**src/rtl/math_game_pkg.sv**
```systemverilog
// Shared types and constants for the math game round controller.
// State encoding, datapath widths, LED bit positions and the display clamp.
package math_game_pkg;

  typedef enum logic [2:0] {
    StIdle,
    StGenA,
    StGenB,
    StShowA,
    StShowB,
    StWaitAns,
    StResult,
    StDone
  } state_e;

  localparam int unsigned OP_W     = 5;
  localparam int unsigned DISP_W   = 8;
  localparam int unsigned DISP_MAX = 99;
  localparam int unsigned ROUND_W  = 4;
  localparam int unsigned LED_W    = 7;

  localparam int unsigned LED_CORRECT   = 6;
  localparam int unsigned LED_WRONG     = 5;
  localparam int unsigned LED_TIMED_OUT = 4;

  // The BCD converter downstream only handles two digits.
  function automatic logic [DISP_W-1:0] clamp_disp(input logic [DISP_W-1:0] v);
    return (v > DISP_W'(DISP_MAX)) ? DISP_W'(DISP_MAX) : v;
  endfunction

endpackage

```
**src/rtl/game_timer.sv**
```systemverilog
// Load/count/done down-counter shared by the timed phases of a round.
// done is high while the count is zero; load takes priority over counting.
module game_timer
  import math_game_pkg::*;
#(
  parameter int unsigned WIDTH = 8
) (
  input  logic             clk,
  input  logic             rst,
  input  logic             load,
  input  logic [WIDTH-1:0] load_value,
  input  logic             count,
  output logic             done
);

  logic [WIDTH-1:0] cnt_q, cnt_d;

  always_comb begin
    cnt_d = cnt_q;
    if (load) begin
      cnt_d = load_value;
    end else if (count && (cnt_q != '0)) begin
      cnt_d = cnt_q - WIDTH'(1);
    end
  end

  always_ff @(posedge clk or posedge rst) begin
    if (rst) begin
      cnt_q <= '0;
    end else begin
      cnt_q <= cnt_d;
    end
  end

  assign done = (cnt_q == '0);

endmodule

```
**src/rtl/math_game_round_ctrl.sv**
```systemverilog
// Round sequencer for the CPLD math game: operand capture, display, answer check, scoring.
// Optional feature macro MATH_GAME_SUB_EN: odd rounds become subtraction with ordered operands.
module math_game_round_ctrl
  import math_game_pkg::*;
#(
  parameter int unsigned NUM_ROUNDS     = 8,
  parameter int unsigned SHOW_CYCLES    = 50,
  parameter int unsigned TIMEOUT_CYCLES = 1000,
  parameter int unsigned RESULT_CYCLES  = 50
) (
  input  logic       clk,
  input  logic       rst,
  input  logic       start,
  input  logic       submit,
  input  logic [7:0] answer,
  input  logic [4:0] rnd,
  output logic [7:0] disp_value,
  output logic [6:0] led,
  output logic [3:0] score,
  output logic       busy,
  output logic       game_over
);

  localparam int unsigned MAX_AB  = (SHOW_CYCLES > TIMEOUT_CYCLES) ? SHOW_CYCLES : TIMEOUT_CYCLES;
  localparam int unsigned MAX_CYC = (MAX_AB > RESULT_CYCLES) ? MAX_AB : RESULT_CYCLES;
  localparam int unsigned TW      = $clog2(MAX_CYC + 1);

  state_e state_q, state_d;

  logic [OP_W-1:0]    op_a_q, op_b_q;
  logic [ROUND_W-1:0] score_q, round_q;
  logic               correct_q, wrong_q, timed_out_q;

  logic          timer_load;
  logic [TW-1:0] timer_value;
  logic          timer_done;

  logic [DISP_W-1:0] sum_ab;
  logic [DISP_W-1:0] expected;
  logic              answer_ok;
  logic              round_last;

  logic [DISP_W-1:0] disp_d;
  logic [LED_W-1:0]  led_d;
  logic              busy_d, game_over_d;

  assign sum_ab = {3'b0, op_a_q} + {3'b0, op_b_q};

`ifdef MATH_GAME_SUB_EN
  logic              op_is_sub;
  logic [DISP_W-1:0] diff_ab;

  assign op_is_sub = round_q[0];
  // Operands are ordered in GEN_B, so the difference never wraps.
  assign diff_ab   = {3'b0, op_a_q} - {3'b0, op_b_q};
  assign expected  = op_is_sub ? diff_ab : sum_ab;
`else
  assign expected  = sum_ab;
`endif

  assign answer_ok  = (answer == expected);
  assign round_last = ((round_q + 4'd1) == ROUND_W'(NUM_ROUNDS));

  game_timer #(
    .WIDTH(TW)
  ) u_timer (
    .clk       (clk),
    .rst       (rst),
    .load      (timer_load),
    .load_value(timer_value),
    .count     (1'b1),
    .done      (timer_done)
  );

  always_ff @(posedge clk or posedge rst) begin
    if (rst) begin
      state_q <= StIdle;
    end else begin
      state_q <= state_d;
    end
  end

  always_comb begin
    state_d     = state_q;
    timer_load  = 1'b0;
    timer_value = '0;
    case (state_q)
      StIdle:    if (start) state_d = StGenA;
      StGenA:    state_d = StGenB;
      StGenB:    state_d = StShowA;
      StShowA:   if (timer_done) state_d = StShowB;
      StShowB:   if (timer_done) state_d = StWaitAns;
      StWaitAns: if (submit || timer_done) state_d = StResult;
      StResult:  if (timer_done) state_d = round_last ? StDone : StGenA;
      StDone:    if (start) state_d = StGenA;
      default:   state_d = StIdle;
    endcase

    // Every timed phase reloads the shared timer on the edge that enters it.
    if (state_d != state_q) begin
      case (state_d)
        StShowA, StShowB: begin
          timer_load  = 1'b1;
          timer_value = TW'(SHOW_CYCLES - 1);
        end
        StWaitAns: begin
          timer_load  = 1'b1;
          timer_value = TW'(TIMEOUT_CYCLES - 1);
        end
        StResult: begin
          timer_load  = 1'b1;
          timer_value = TW'(RESULT_CYCLES - 1);
        end
        default: ;
      endcase
    end
  end

  always_ff @(posedge clk or posedge rst) begin
    if (rst) begin
      op_a_q      <= '0;
      op_b_q      <= '0;
      score_q     <= '0;
      round_q     <= '0;
      correct_q   <= 1'b0;
      wrong_q     <= 1'b0;
      timed_out_q <= 1'b0;
    end else begin
      case (state_q)
        StIdle, StDone: begin
          if (start) begin
            score_q     <= '0;
            round_q     <= '0;
            correct_q   <= 1'b0;
            wrong_q     <= 1'b0;
            timed_out_q <= 1'b0;
          end
        end
        StGenA: op_a_q <= rnd;
        StGenB: begin
`ifdef MATH_GAME_SUB_EN
          if (op_is_sub && (rnd > op_a_q)) begin
            op_a_q <= rnd;
            op_b_q <= op_a_q;
          end else begin
            op_b_q <= rnd;
          end
`else
          op_b_q <= rnd;
`endif
        end
        StWaitAns: begin
          // A submit on the timeout cycle still counts as an answer.
          if (submit) begin
            correct_q <= answer_ok;
            wrong_q   <= !answer_ok;
            if (answer_ok) begin
              score_q <= score_q + 4'd1;
            end
          end else if (timer_done) begin
            timed_out_q <= 1'b1;
            wrong_q     <= 1'b1;
          end
        end
        StResult: begin
          if (timer_done) begin
            round_q <= round_q + 4'd1;
            if (!round_last) begin
              correct_q   <= 1'b0;
              wrong_q     <= 1'b0;
              timed_out_q <= 1'b0;
            end
          end
        end
        default: ;
      endcase
    end
  end

  always_comb begin
    disp_d      = '0;
    led_d       = {correct_q, wrong_q, timed_out_q, round_q};
    busy_d      = !((state_q == StIdle) || (state_q == StDone));
    game_over_d = (state_q == StDone);
    case (state_q)
      StShowA:   disp_d = {3'b0, op_a_q};
      StShowB:   disp_d = {3'b0, op_b_q};
      StWaitAns: disp_d = clamp_disp(answer);
      StResult:  disp_d = {4'b0, score_q};
      StDone:    disp_d = {4'b0, score_q};
      default:   disp_d = '0;
    endcase
`ifdef MATH_GAME_SUB_EN
    if ((state_q == StShowA) || (state_q == StShowB)) begin
      led_d[LED_CORRECT] = op_is_sub;
    end
`endif
  end

  always_ff @(posedge clk or posedge rst) begin
    if (rst) begin
      disp_value <= '0;
      led        <= '0;
      score      <= '0;
      busy       <= 1'b0;
      game_over  <= 1'b0;
    end else begin
      disp_value <= disp_d;
      led        <= led_d;
      score      <= score_q;
      busy       <= busy_d;
      game_over  <= game_over_d;
    end
  end

endmodule

```
**config.mk**
```make
export PLATFORM = sky130hd
export DESIGN_NAME = math_game_round_ctrl
export DESIGN_NICKNAME = d
export VERILOG_FILES = /design/src/rtl/math_game_pkg.sv /design/src/rtl/game_timer.sv /design/src/rtl/math_game_round_ctrl.sv
export SDC_FILE = /design/constraint.sdc
export NUM_CORES = 1
export LEC_CHECK = 0
export CAP_MARGIN = 20
export CORE_ASPECT_RATIO = 1.25
export CORE_MARGIN = 3
export CORE_UTILIZATION = 45
export CTS_BUF_LIST = sky130_fd_sc_hd__clkbuf_4 sky130_fd_sc_hd__clkbuf_8
export CTS_CLUSTER_DIAMETER = 100
export CTS_CLUSTER_SIZE = 20
export DETAILED_ROUTE_END_ITERATION = 6
export PLACE_DENSITY = 0.67
export SETUP_SLACK_MARGIN = 0.3
export SLEW_MARGIN = 10
export SYNTH_ARGS = -nofsm -noshare
export SYNTH_HDL_FRONTEND = slang
export SYNTH_SLANG_ARGS = --single-unit
```
**constraint.sdc**
```tcl
create_clock -name clk -period 3.5 [get_ports clk]
set_input_delay 0.525 -clock clk [delete_from_list [all_inputs] [get_ports clk]]
set_output_delay 0.525 -clock clk [all_outputs]
set_load 0.01 [all_outputs]
```
==> results.json, run 1 <==
{
  "status": "completed",
  "worstMarginPinSlew_ns": 0.800,
  "grt_pass1_wl_um": 11300,
  "slew_headroom": 0.466,
  "drcViolationCount": 0,
  "synth_largest_area_cell": "dfrtp_1",
  "setup_viol": 0,
  "core_um2": 6330,
  "cp-start-kind": "flip-flop",
  "first_pass_iters": 7,
  "placed_cells": 414,
  "grt_pass1_vias": 2397,
  "arrival_ns": 3.17,
  "nets": 363,
  "viasPerCell": 5.65,
  "fillerInstances": 619,
  "crit_path_top_delay_cell": "or4b_4",
  "power_leakage_nw": 1.57,
  "antenna_found_initial": 0,
  "yosysTopAreaCellShare": 0.456,
  "io_buffers": 37,
  "synthMostInstantiatedCell": "dfrtp_1",
  "cts_resized": 0,
  "dpl.hpwl_um": 4820,
  "die_h_um": 97.5,
  "grt_max_degree": 35,
  "grt-ovfl-total": 0,
  "fmax_ghz": 0.335,
  "whs_endpoint": "led[6]$_DFF_PP0_",
  "cts_tree": "yes",
  "layout.cells.non_filler": 422,
  "grt_usage": 0.179,
  "cp_max_fo": 11,
  "path_buf_inv": 1,
  "path_clk_slew_ns": 0.10,
  "cts-root-buf": "clkbuf_8",
  "die-width_um": 79.2,
  "synth_seq_cells": 55,
  "pin_count": 38,
  "r2r-end": "u_timer.cnt_q[8]$_DFFE_PP0P_",
  "wl_um": 6470,
  "drive_above_1_share": 0.104,
  "fin_crit_ns": 2.98,
  "insertion_delay_ns": 0.31,
  "rows": 32,
  "finalClockSkew_ns": 0.00468,
  "crit_type": "flip-flop to flip-flop",
  "die-area_um2": 7730,
  "syn_inst": 301,
  "cts_setup_buffers": 0,
  "synth.distinct_cells": 61,
  "finalCritPeriodShare": 0.852,
  "maxCapViolCount": 0,
  "path_cells": "inv_1 -> ha_1 -> or4b_4 -> nor3_4 -> a21oi_2 -> a2111oi_4 -> o31ai_2 -> a21boi_1",
  "hold_violations": 0,
  "synth_fp_nets": 328,
  "hp-start": "correct_q$_DFFE_PP0P_",
  "synth_seq_area_share": 0.456,
  "finalMaxSlewViolations": 0,
  "wl_per_cell_um": 15.3,
  "synth_commonest_cells": "dfrtp_1, nand2_1, nor2_1",
  "initial_core_util": 0.477,
  "drt.antenna.violating_nets": 0,
  "synth_area_leaders": "dfrtp_1, mux2_2, ha_1",
  "syn_avg_cell_area_um2": 10.0,
  "finalWeightedCongestion": 0.860,
  "h-tree-depth": 2,
  "vdd_drop_max_v": 0.000197,
  "regToRegSetupSlack_ns": 0.52,
  "required_ns": 3.69,
  "routed-via-count": 2383,
  "ys_warn_count": 0,
  "async_flop_share": 1.00,
  "area_growth_pct": 18.6,
  "cts_hold_buf": 0,
  "synthesis.area_um2": 3020,
  "synth_ff_type": "dfrtp_1",
  "worstHoldPathType": "flip-flop to flip-flop",
  "path_delay_family": "simple AND/OR/NAND/NOR gates",
  "r2r_start": "u_timer.cnt_q[0]$_DFFE_PP0P_",
  "cts_buffer_depth": 2,
  "max_stage_delay_ns": 0.57,
  "hold_depth": 0,
  "synth_edf_count": 0,
  "power_per_cell_area_nw_per_um2": 311,
  "antennaDiodeCount": 0,
  "crit_path_end_kind": "flip-flop",
  "cts.sinks": 55,
  "drt_iter0_markers": 103,
  "setup_tns_ns": 0,
  "cts_made_buffers": 5,
  "worst_r2r_path_depth": 8,
  "rsz0062_at_grt": "no"
}
[flip-flops by register name (all words and copies together) (netlist names)]
| register | flops |
|---|---|
| u_timer.cnt_q | 10 |
| disp_value | 8 |
| led | 7 |
| op_a_q | 5 |
| op_b_q | 5 |
| round_q | 4 |
| score | 4 |
| score_q | 4 |
| state_q | 3 |
| busy | 1 |
| correct_q | 1 |
| game_over | 1 |
| timed_out_q | 1 |
| wrong_q | 1 |
[worst max-delay path by stage]
stage                                   endpoint  slack, ns                         start  cells after the start
global route        u_timer.cnt_q[2]$_DFFE_PP0P_       0.35  u_timer.cnt_q[0]$_DFFE_PP0P_                      8
detailed placement  u_timer.cnt_q[8]$_DFFE_PP0P_       0.54  u_timer.cnt_q[0]$_DFFE_PP0P_                      8
CTS                 u_timer.cnt_q[8]$_DFFE_PP0P_       0.53  u_timer.cnt_q[0]$_DFFE_PP0P_                      8
global placement    u_timer.cnt_q[9]$_DFFE_PP0P_       0.66  u_timer.cnt_q[0]$_DFFE_PP0P_                      8
finish              u_timer.cnt_q[8]$_DFFE_PP0P_       0.52  u_timer.cnt_q[0]$_DFFE_PP0P_                      8
floorplan           u_timer.cnt_q[3]$_DFFE_PP0P_       0.83  u_timer.cnt_q[0]$_DFFE_PP0P_                      9
[power by group]
group | total [mW] | internal, mW | switching [mW]
combinational | 0.0487 | 0.0236 | 0.0251
sequential | 0.636 | 0.636 | 0.000127
clock | 0.430 | 0.216 | 0.214
total | 1.11 | 0.875 | 0.239
[cells by family after synthesis]
kind of cell | count (synthesis) | synth area share
adders and majority gates | 10 | 0.0440
muxes | 15 | 0.0543
xor gates and xnor gates | 16 | 0.0465
DFF | 55 | 0.456
and+or+nand+nor | 106 | 0.185
other | 1 | 0.00124
buffers and inverters | 21 | 0.0286
AOI/OAI and AO/OA | 77 | 0.185
[final cells by class]
cell class | count | area, um^2 | area share
Clock buffer | 5 | 68.8 | 0.0192
Clock inverter | 3 | 46.3 | 0.0129
Inverter | 9 | 33.8 | 0.00944
Multi-Input combinational cell | 225 | 1550 | 0.434
Sequential cell | 55 | 1380 | 0.385
Tap cell | 85 | 106 | 0.0297
Timing Repair Buffer | 40 | 393 | 0.110
[layer usage]
metal	global-route usage	wire length, um
met5	0	0
met4	0.0595	133
met3	0.0325	254
met2	0.296	3190
met1	0.233	2890
[cells in the final DEF (no fill, tap or decap), drive strengths merged, types with 3 or more instances in the layout]
| master | n |
|---|---|
| a21boi | 6 |
| a21oi | 20 |
| a22o | 3 |
| a22oi | 3 |
| buf | 3 |
| clkbuf | 5 |
| clkdlybuf4s50 | 37 |
| dfrtp | 55 |
| ha | 9 |
| inv | 10 |
| mux2 | 11 |
| mux2i | 4 |
| nand2 | 29 |
| nand2b | 8 |
| nand3 | 9 |
| nand4 | 3 |
| nor2 | 20 |
| nor2b | 6 |
| nor3 | 8 |
| nor4 | 6 |
| o21ai | 15 |
| o31ai | 7 |
| or3 | 3 |
| xnor2 | 7 |
| xor2 | 9 |
[per-stage QoR]
stage / util / cell area [um^2] / power, mW / hold slack (ns) / worst slack (ns)
3_3_place_gp: 0.547 / 3460 / 0.698 / 0.370 / 0.660
4_1_cts: 0.566 / 3580 / 1.13 / 0.399 / 0.527
5_1_grt: 0.566 / 3580 / 1.16 / 0.421 / 0.346
6_report: 0.566 / 3580 / 1.11 / 0.399 / 0.519
3_5_place_dp: 0.547 / 3460 / 0.698 / 0.373 / 0.539
2_1_floorplan: - / 3020 / 0.669 / 0.354 / 0.832
Note: power is estimated with default switching activity, not from simulation.
==> run 2: changes to the inputs <==
--- a/config.mk
+++ b/config.mk
@@ -15,7 +15,6 @@
 export DETAILED_ROUTE_END_ITERATION = 6
 export PLACE_DENSITY = 0.67
 export SETUP_SLACK_MARGIN = 0.3
-export SLEW_MARGIN = 10
 export SYNTH_ARGS = -nofsm -noshare
 export SYNTH_HDL_FRONTEND = slang
 export SYNTH_SLANG_ARGS = --single-unit
==> results of run 2 <==
Same layout as run 1: the final DEF is identical, and so are final timing and power.
